`src/rtl/pc_pkg.sv`:
```
// rtl/pc_pkg.sv - shared types and constants for the IF-stage program counter
package pc_pkg;

   // Fetch FSM states
   typedef enum logic [1:0] {
      ST_BOOT    = 2'd0,
      ST_FETCH   = 2'd1,
      ST_STALLED = 2'd2
   } pc_state_e;

   localparam logic [31:0] PC_RESET_VECTOR = 32'h0000_0000;
   localparam int          PC_INC          = 4;

   // Low PC bits that must be zero for a legal 32-bit instruction address
   localparam logic [1:0]  IALIGN_MASK     = 2'b11;

endpackage

```
`src/rtl/pc_fetch_unit_if.sv`:
```
// rtl/pc_fetch_unit_if.sv - instruction-memory fetch request handshake
interface pc_fetch_unit_if #(
   parameter int XLEN = 32
) ();

   logic            imem_req;
   logic [XLEN-1:0] imem_addr;
   logic            imem_ready;

   modport master (
      output imem_req,
      output imem_addr,
      input  imem_ready
   );

   modport slave (
      input  imem_req,
      input  imem_addr,
      output imem_ready
   );

endinterface

```
`src/rtl/pc_redirect_buffer.sv`:
```
// rtl/pc_redirect_buffer.sv - holds a redirect/trap that arrived while a fetch was outstanding
module pc_redirect_buffer
   import pc_pkg::*;
#(
   parameter int XLEN = 32
) (
   input  logic            clk,
   input  logic            reset_n,
   input  logic            clr_i,
   input  logic            capture_i,
   input  logic            trap_valid_i,
   input  logic [XLEN-1:0] trap_target_i,
   input  logic            redir_valid_i,
   input  logic [XLEN-1:0] redir_target_i,
   output logic            pend_valid_o,
   output logic [XLEN-1:0] pend_target_o,
   output logic            pend_misalign_o
);

   logic            valid_q, valid_d;
   logic [XLEN-1:0] target_q, target_d;
   logic            is_trap_q, is_trap_d;
   logic            misalign_q, misalign_d;

   // A trap always wins; a redirect may only replace an empty entry or an older redirect
   always_comb begin
      valid_d    = valid_q;
      target_d   = target_q;
      is_trap_d  = is_trap_q;
      misalign_d = misalign_q;
      if (clr_i) begin
         valid_d    = 1'b0;
         is_trap_d  = 1'b0;
         misalign_d = 1'b0;
      end else if (capture_i) begin
         if (trap_valid_i) begin
            valid_d    = 1'b1;
            is_trap_d  = 1'b1;
            target_d   = {trap_target_i[XLEN-1:2], trap_target_i[1:0] & ~IALIGN_MASK};
            misalign_d = |(trap_target_i[1:0] & IALIGN_MASK);
         end else if (redir_valid_i && !(valid_q && is_trap_q)) begin
            valid_d    = 1'b1;
            is_trap_d  = 1'b0;
            target_d   = {redir_target_i[XLEN-1:2], redir_target_i[1:0] & ~IALIGN_MASK};
            misalign_d = |(redir_target_i[1:0] & IALIGN_MASK);
         end
      end
   end

   // Pending entry storage; reset discards whatever was buffered
   always_ff @(posedge clk) begin
      if (!reset_n) begin
         valid_q    <= 1'b0;
         target_q   <= '0;
         is_trap_q  <= 1'b0;
         misalign_q <= 1'b0;
      end else begin
         valid_q    <= valid_d;
         target_q   <= target_d;
         is_trap_q  <= is_trap_d;
         misalign_q <= misalign_d;
      end
   end

   assign pend_valid_o    = valid_q;
   assign pend_target_o   = target_q;
   assign pend_misalign_o = misalign_q;

endmodule

```
`src/rtl/pc_fetch_unit.sv`:
```
// rtl/pc_fetch_unit.sv - IF-stage program counter and fetch-request generator
module pc_fetch_unit
   import pc_pkg::*;
#(
   parameter int              XLEN         = 32,
   parameter logic [XLEN-1:0] RESET_VECTOR = XLEN'(PC_RESET_VECTOR),
   parameter int              INC          = PC_INC
) (
   input  logic            clk,
   input  logic            reset_n,
   input  logic            stall_i,
   input  logic            redir_valid_i,
   input  logic [XLEN-1:0] redir_target_i,
   input  logic            trap_valid_i,
   input  logic [XLEN-1:0] trap_target_i,
   pc_fetch_unit_if.master imem,
   output logic [XLEN-1:0] pc_o,
   output logic [XLEN-1:0] pc_plus_inc_o,
   output logic            kill_o,
   output logic            misalign_o
);

   localparam logic [XLEN-1:0] INC_W = XLEN'(INC);

   pc_state_e       state_q, state_d;
   logic [XLEN-1:0] pc_q, pc_d;
   logic            req_q, req_d;
   logic            misalign_q, misalign_d;

   logic            accept;
   logic            evt_valid;
   logic [XLEN-1:0] evt_raw;
   logic [XLEN-1:0] evt_target;
   logic            evt_misalign;
   logic [XLEN-1:0] next_pc;
   logic            next_misalign;
   logic            buf_clr;
   logic            buf_capture;
   logic            pend_valid;
   logic [XLEN-1:0] pend_target;
   logic            pend_misalign;

   assign accept       = req_q & imem.imem_ready;
   assign evt_valid    = trap_valid_i | redir_valid_i;
   assign evt_raw      = trap_valid_i ? trap_target_i : redir_target_i;
   assign evt_target   = {evt_raw[XLEN-1:2], evt_raw[1:0] & ~IALIGN_MASK};
   assign evt_misalign = evt_valid & (|(evt_raw[1:0] & IALIGN_MASK));

   // Only an un-accepted FETCH cycle can park a redirect; the accept itself consumes it
   assign buf_capture  = (state_q == ST_FETCH) & ~accept;
   assign buf_clr      = accept;

   pc_redirect_buffer #(
      .XLEN (XLEN)
   ) u_redirect_buffer (
      .clk             (clk),
      .reset_n         (reset_n),
      .clr_i           (buf_clr),
      .capture_i       (buf_capture),
      .trap_valid_i    (trap_valid_i),
      .trap_target_i   (trap_target_i),
      .redir_valid_i   (redir_valid_i),
      .redir_target_i  (redir_target_i),
      .pend_valid_o    (pend_valid),
      .pend_target_o   (pend_target),
      .pend_misalign_o (pend_misalign)
   );

   // Next fetch address on accept: trap > redirect > pending > sequential
   always_comb begin
      next_pc       = pc_q + INC_W;
      next_misalign = 1'b0;
      if (evt_valid) begin
         next_pc       = evt_target;
         next_misalign = evt_misalign;
      end else if (pend_valid) begin
         next_pc       = pend_target;
         next_misalign = pend_misalign;
      end
   end

   // FSM next-state: direct PC load when idle, handshake-gated update when fetching
   always_comb begin
      state_d    = state_q;
      pc_d       = pc_q;
      misalign_d = 1'b0;
      case (state_q)
         ST_BOOT, ST_STALLED: begin
            if (evt_valid) begin
               pc_d       = evt_target;
               misalign_d = evt_misalign;
            end
            state_d = stall_i ? ST_STALLED : ST_FETCH;
         end
         ST_FETCH: begin
            if (accept) begin
               pc_d       = next_pc;
               misalign_d = next_misalign;
               state_d    = stall_i ? ST_STALLED : ST_FETCH;
            end
         end
         default: begin
            state_d = ST_BOOT;
         end
      endcase
      req_d = (state_d == ST_FETCH);
   end

   // FSM state and registered outputs; reset withdraws any outstanding request
   always_ff @(posedge clk) begin
      if (!reset_n) begin
         state_q    <= ST_BOOT;
         pc_q       <= RESET_VECTOR;
         req_q      <= 1'b0;
         misalign_q <= 1'b0;
      end else begin
         state_q    <= state_d;
         pc_q       <= pc_d;
         req_q      <= req_d;
         misalign_q <= misalign_d;
      end
   end

   assign imem.imem_req  = req_q;
   assign imem.imem_addr = pc_q;
   assign pc_o           = pc_q;
   assign pc_plus_inc_o  = pc_q + INC_W;
   assign misalign_o     = misalign_q;
   assign kill_o         = accept & (pend_valid | evt_valid);

endmodule

```
`src/flat_wrapper.sv`:
```
// flat-port wrapper written by rule: the top's interface ports become plain ports
module pc_fetch_unit_flat import pc_pkg::*;
#(
   parameter int              XLEN         = 32,
   parameter logic [XLEN-1:0] RESET_VECTOR = XLEN'(PC_RESET_VECTOR),
   parameter int              INC          = PC_INC
)
  (clk, reset_n, stall_i, redir_valid_i, redir_target_i, trap_valid_i, trap_target_i, pc_o, pc_plus_inc_o, kill_o, misalign_o, imem_imem_req, imem_imem_addr, imem_imem_ready);
  pc_fetch_unit_if #(.XLEN(XLEN)) imem_i ();
  input  logic clk;
  input  logic reset_n;
  input  logic stall_i;
  input  logic redir_valid_i;
  input  logic [XLEN-1:0] redir_target_i;
  input  logic trap_valid_i;
  input  logic [XLEN-1:0] trap_target_i;
  output logic [XLEN-1:0] pc_o;
  output logic [XLEN-1:0] pc_plus_inc_o;
  output logic kill_o;
  output logic misalign_o;
  output wire logic [$bits(imem_i.imem_req)-1:0] imem_imem_req;
  output wire logic [$bits(imem_i.imem_addr)-1:0] imem_imem_addr;
  input wire logic [$bits(imem_i.imem_ready)-1:0] imem_imem_ready;
  assign imem_imem_req = imem_i.imem_req;
  assign imem_imem_addr = imem_i.imem_addr;
  assign imem_i.imem_ready = imem_imem_ready;
  pc_fetch_unit #(.XLEN(XLEN), .RESET_VECTOR(RESET_VECTOR), .INC(INC)) u_core (.clk(clk), .reset_n(reset_n), .stall_i(stall_i), .redir_valid_i(redir_valid_i), .redir_target_i(redir_target_i), .trap_valid_i(trap_valid_i), .trap_target_i(trap_target_i), .imem(imem_i), .pc_o(pc_o), .pc_plus_inc_o(pc_plus_inc_o), .kill_o(kill_o), .misalign_o(misalign_o));
endmodule
```
`config.mk`:
```
export PLATFORM = sky130hd
export DESIGN_NAME = pc_fetch_unit_flat
export DESIGN_NICKNAME = d
export VERILOG_FILES = /design/src/rtl/pc_pkg.sv /design/src/rtl/pc_fetch_unit_if.sv /design/src/rtl/pc_redirect_buffer.sv /design/src/rtl/pc_fetch_unit.sv /design/src/flat_wrapper.sv
export SDC_FILE = /design/constraint.sdc
export NUM_CORES = 1
export LEC_CHECK = 0
export BUFFER_PORTS_ARGS = -buffer_cell sky130_fd_sc_hd__buf_4
export CAP_MARGIN = 5
export CORE_MARGIN = 10
export CORE_UTILIZATION = 50
export DETAILED_ROUTE_END_ITERATION = 6
export GPL_TIMING_DRIVEN = 0
export PLACE_DENSITY_LB_ADDON = 0.05
export SLEW_MARGIN = 20
export SYNTH_ARGS = -nofsm -noshare
export SYNTH_HDL_FRONTEND = slang
export SYNTH_SLANG_ARGS = --single-unit
```
`constraint.sdc`:
```
create_clock -name clk -period 2.15 [get_ports clk]
set_input_delay 0.215 -clock clk [delete_from_list [all_inputs] [get_ports clk]]
set_output_delay 0.215 -clock clk [all_outputs]
set_load 0.03 [all_outputs]
```
[Word level (Yosys, flattened, before mapping)]
Cells that the tools add are included.
Operators by class
  add/subtract/negate cells: 1
  equal/unequal tests: 5
  muxes and demuxes: 22
  bitwise gates (word level): 8
  reduce and logical (&&, ||, !) cells: 14
Operators with widths (count)
  32-bit two-way mux: 7
  32-bit one-hot mux with 2 select lines: 1
  32-bit by 3-bit adder with 32-bit output (second input constant): 1
  1-bit two-way mux: 10
  2-bit OR reduction: 5
  3-bit AND reduction: 2
  1-bit bitwise AND: 4
  2-bit by 1-bit == test with 1-bit output (second input constant): 2
  2-bit two-way mux: 2
  2-bit by 1-bit inequality test with 1-bit output (second input constant): 2
  2-bit one-hot mux with 2 select lines: 1
  2-bit nonzero test: 2
  2-bit == test (second input constant): 1
  1-bit logical AND: 2
  2-bit logical NOT: 1
  1-bit inverter: 2
  1-bit bitwise OR: 2
  1-bit one-hot mux with 2 select lines: 1
  2-bit AND reduction: 1
  1-bit logical NOT: 1
Storage, ports and cells
  flip-flop bits (word level): 71
  output and inout bits: 99

[Logic depth before layout (Yosys ltp)]
  word-level depth: 6
  gate-level depth with buffers: 9

[Cells and area by module]
From an unflattened synthesis, not the netlist that was laid out.
Second synthesis, totals
  cells, all modules: 599
  area total of the unflattened synthesis: 5192.5 sq um
By module, submodules not included
  pc_fetch_unit: instances 1, cells an instance 443, area each 3467.1 sq um
  pc_redirect_buffer: instances 1, cells an instance 156, area each 1725.4 sq um

[Worst setup path after synthesis]
Ideal clock, no wire load.
  path type: flip-flop to flip-flop
  start point: register u_core.pc_q[2], in the netlist u_core.imem.imem_addr[2]
  end point: register u_core.pc_q[26], in the netlist u_core.imem.imem_addr[26]
  setup time: 62 ps
  arrival: 2482 ps
  slack: -394 ps
  cell stages (with the launch flop): 8
  buffers on the path: 1
  cells stage by stage: dfxtp_1 ha_1 nand3_1 nor4_2 buf_2 nand4_1 xnor2_1 a32o_1
Between the ends
  longest elaborated chain between the ends: 5
RTL lines
  start: declaration: RTL line pc_fetch_unit.sv:26  | logic [XLEN-1:0] pc_q, pc_d;
  start signal: assignment: RTL line pc_fetch_unit.sv:118  | pc_q <= pc_d;
  32-bit by 3-bit adder with 32-bit output
  named net pc_plus_inc_o[26]: RTL line flat_wrapper.sv:18  | output logic [XLEN-1:0] pc_plus_inc_o;
  32-bit two-way mux: RTL line pc_fetch_unit.sv:76  | end else if (pend_valid) begin
  32-bit two-way mux: RTL line pc_fetch_unit.sv:73  | if (evt_valid) begin
  32-bit two-way mux: RTL line pc_fetch_unit.sv:96  | if (accept) begin
  32-bit one-hot mux with 2 select lines: RTL line pc_fetch_unit.sv:87  | case (state_q)
The timed path passes the listed nets, and every way through them passes these cells. The select of a mux whose other input is x is not followed.
A chain may end at the register's enable or synchronous reset.

[Worst setup path in the final report]
  start point: register u_core.pc_q[12], in the netlist u_core.imem.imem_addr[12]
  end point: output pc_plus_inc_o[26]
Between the ends
  longest elaborated chain between the ends: 1
RTL lines
  32-bit by 3-bit adder with 32-bit output: RTL line pc_fetch_unit.sv:127  | assign pc_plus_inc_o = pc_q + INC_W;
  end: declaration: RTL line flat_wrapper.sv:18
Every way passes these cells.

==> flow_summary.json <==
{
  "synth_top_family_by_area": "compound AO/OA/AOI/OAI gates",
  "dpl.cell_count": 806,
  "areaGrowthSynthToFinish_pct": 56.1,
  "drcViolationCount": 0,
  "hold_class": "input pin to flop",
  "cp_num_cells": 6,
  "die_w_um": 113,
  "grt_pass1_wl_um": 28500,
  "nNetsFinal": 825,
  "io_buffers": 161,
  "critPathSlowestCell": "nor4_4",
  "synth-compound-area-share_pct": 21.5,
  "layout_min_cycle_time_ns": 2.44,
  "synth.area.top_cells": "dfxtp_1 (31%), mux2i_1 (8.1%), buf_4 (6.4%), nor2_1 (5.5%), a211oi_1 (5.4%)",
  "cts_tree": "built",
  "synthTopCellsByCount": "dfxtp_1 (67), nor2_1 (64), buf_4 (37), mux2i_1 (35), a211oi_1 (31)",
  "drive_above_1_share_pct": 47.4,
  "slew_violations": 0,
  "grt_overflow_total": 0,
  "crit_buf_inv": 2,
  "crit_family": "simple AND/OR/NAND/NOR gates",
  "synth_top_area_cell": "dfxtp_1",
  "path_class": "flop to primary output",
  "yosysSeqAreaShare_pct": 30.9,
  "cp.arrival_ns": 2.22,
  "p_leak_nw": 3.17,
  "synth.top_cell.area_share_pct": 30.9,
  "gp_congestion": 0.915,
  "instances_no_fill": 864,
  "cts_buffer_depth": 2,
  "first_iter_violations": 623,
  "pre_cts_ws_ns": -0.270,
  "detailed_place_hpwl_um": 13000,
  "synthAdderAreaFrac_pct": 0.288,
  "crit_chain": "nand4_1 -> nor4_4 -> buf_6 -> nand4_1 -> xnor2_4 -> buf_6",
  "firstDrtPassIters": 6,
  "clock_latency_ns": 0.35,
  "htreeDepth": 3,
  "first_global_vias": 5433,
  "setup_viol": 19,
  "async_flop_share_pct": 0,
  "syn_inst": 535,
  "hold_path_depth": 2,
  "max_freq_mhz": 410,
  "tightest_slew_ns": 0.806,
  "dieArea_sq_um": 12800,
  "row_count": 33,
  "die_h_um": 113,
  "grt_max_degree": 11,
  "grt_util_all_layers_pct": 27.3,
  "ys_types": 57,
  "cts_buffers": 9,
  "drt-vias-per-instance": 6.28,
  "wl_per_cell_um": 22.2,
  "synth-simple-area-share_pct": 20.2,
  "violations": "setup timing",
  "avgSynthCellArea_sq_um": 8.12,
  "synth_most_common_cell": "dfxtp_1",
  "vias": 5426,
  "ys.flop_type": "dfxtp_1",
  "hold_violations": 0,
  "required_ns": 1.93,
  "skew_ns": 0.0122,
  "detail-route-antenna-nets": 0,
  "drv_cap": 0,
  "cts-root-buf": "clkbuf_8",
  "synth_edf_count": 0,
  "initial_core_util_pct": 52.1,
  "yosysWarnings": 0,
  "pwr_density_cell_nw_per_um2": 652,
  "clkTransAtPathRegs_ns": 0.07,
  "relSlewSlack_pct": 46.3,
  "drt_wl_total_um": 19100,
  "end_kind": "primary output",
  "syn_area_sq_um": 4340,
  "ios": 169,
  "grt_antenna_before_repair": 0,
  "synthMuxAreaShare_pct": 10.1,
  "min_period_over_period_pct": 113,
  "reg2regPathDepth": 9,
  "ys_ff_latch": 67,
  "synth_xor_area_share_pct": 5.24,
  "antenna_cells": 0,
  "tns_ns": -3.34,
  "power_w": 0.00442,
  "slowest_delay_ns": 0.46,
  "core_sq_um": 8340,
  "holdBufCountCts": 0,
  "ir_drop_uv": 374,
  "clock-sinks": 67,
  "cp-start-kind": "flop",
  "rsz0062_at_grt": "true",
  "layout_setup_ws_ns": -0.288,
  "critPathMaxFanout": 5,
  "status": "finished, violations left",
  "final_core_util_pct": 81.3
}
==> kinds of logic (layout without fill, tap and decap cells) <==
logic type,Yosys count,after routing
and+or+nand+nor,175,175
AOI/OAI and AO/OA,133,133
buffers and inverters,89,308
DFF,67,67
muxes,43,43
xor gates and xnor gates,26,26
adders and majority gates,1,1
other,1,6
==> power by group <==
part | internal, W | switching (W) | total, W
sequential | 0.00137 | 0.000189 | 0.00156
combinational | 0.000737 | 0.000976 | 0.00171
clock | 0.000657 | 0.000488 | 0.00115
total | 0.00276 | 0.00165 | 0.00442
==> cell usage in the layout (no fill, tap or decap), types with 5 or more instances in the layout <==
| cell type | instances |
|---|---|
| o221ai_1 | 5 |
| o221a_2 | 6 |
| inv_1 | 12 |
| clkbuf_2 | 5 |
| o21ai_0 | 24 |
| nand2_1 | 20 |
| a211oi_1 | 31 |
| nand4_1 | 13 |
| a21oi_1 | 21 |
| clkbuf_8 | 9 |
| dfxtp_2 | 18 |
| dfxtp_4 | 10 |
| conb_1 | 6 |
| and3_1 | 5 |
| xor2_1 | 7 |
| buf_2 | 10 |
| a31oi_1 | 7 |
| nor2_1 | 62 |
| nor3_1 | 13 |
| nand3_1 | 22 |
| nand2b_1 | 6 |
| mux2_2 | 8 |
| clkbuf_1 | 21 |
| xnor2_2 | 10 |
| buf_4 | 219 |
| buf_6 | 25 |
| mux2i_1 | 35 |
| o21a_1 | 7 |
| dfxtp_1 | 39 |
==> cell type report <==
class | instances | area, sq um
plain buffers | 75 | 480
clock buffers | 14 | 143
clock inverters | 2 | 60.1
fillers | 545 | 1560
inverters | 12 | 45.0
multi-input cells | 384 | 2860
flip-flops and latches | 67 | 1400
well taps | 105 | 131
repair buffers | 205 | 1660
==> final timing paths <==
path	start	slack [ns]	endpoint
worst min-delay path	stall_i	0.09	u_core.imem.imem_req
worst min register to register	u_core.u_redirect_buffer.pend_misalign_o	0.50	u_core.misalign_o
worst max register to register	u_core.imem.imem_addr[12]	-0.08	u_core.imem.imem_addr[23]
worst max-delay path	u_core.imem.imem_addr[12]	-0.29	pc_plus_inc_o[26]
==> routing by layer <==
metal,GRT usage (%),vias to the layer above,share of wire [%]
met5,0,-,0
met4,12.1,0,3.1
met3,8.61,88,12
met2,46.9,473,50
met1,30.1,2515,35
li1,-,2350,-
==> metrics by stage <==
stage	hold WS, ns	cell area, sq um
after global routing	0.0781	6780
after floorplan	0.327	4510
after CTS	0.0825	6590
final	0.0882	6780
after detailed placement	0.440	5850
after global placement	0.434	5850
==> flip-flops by register name (all words and copies together), names as in the netlist <==
name / flops
u_core.imem.imem_req: 1
u_core.u_redirect_buffer.pend_misalign_o: 1
u_core.imem.imem_addr: 30
u_core.u_redirect_buffer.is_trap_q: 1
u_core.u_redirect_buffer.pend_valid_o: 1
u_core.misalign_o: 1
u_core.state_q: 2
u_core.u_redirect_buffer.pend_target_o: 30
==> repair_timing <==
item	4_1_cts	5_1_grt
cloned	1	0
endpoints found under the setup margin	37	59
buffers inserted	34	11
resized for setup	71	39
pin swaps	19	11
(Power assumes the default switching activity.)
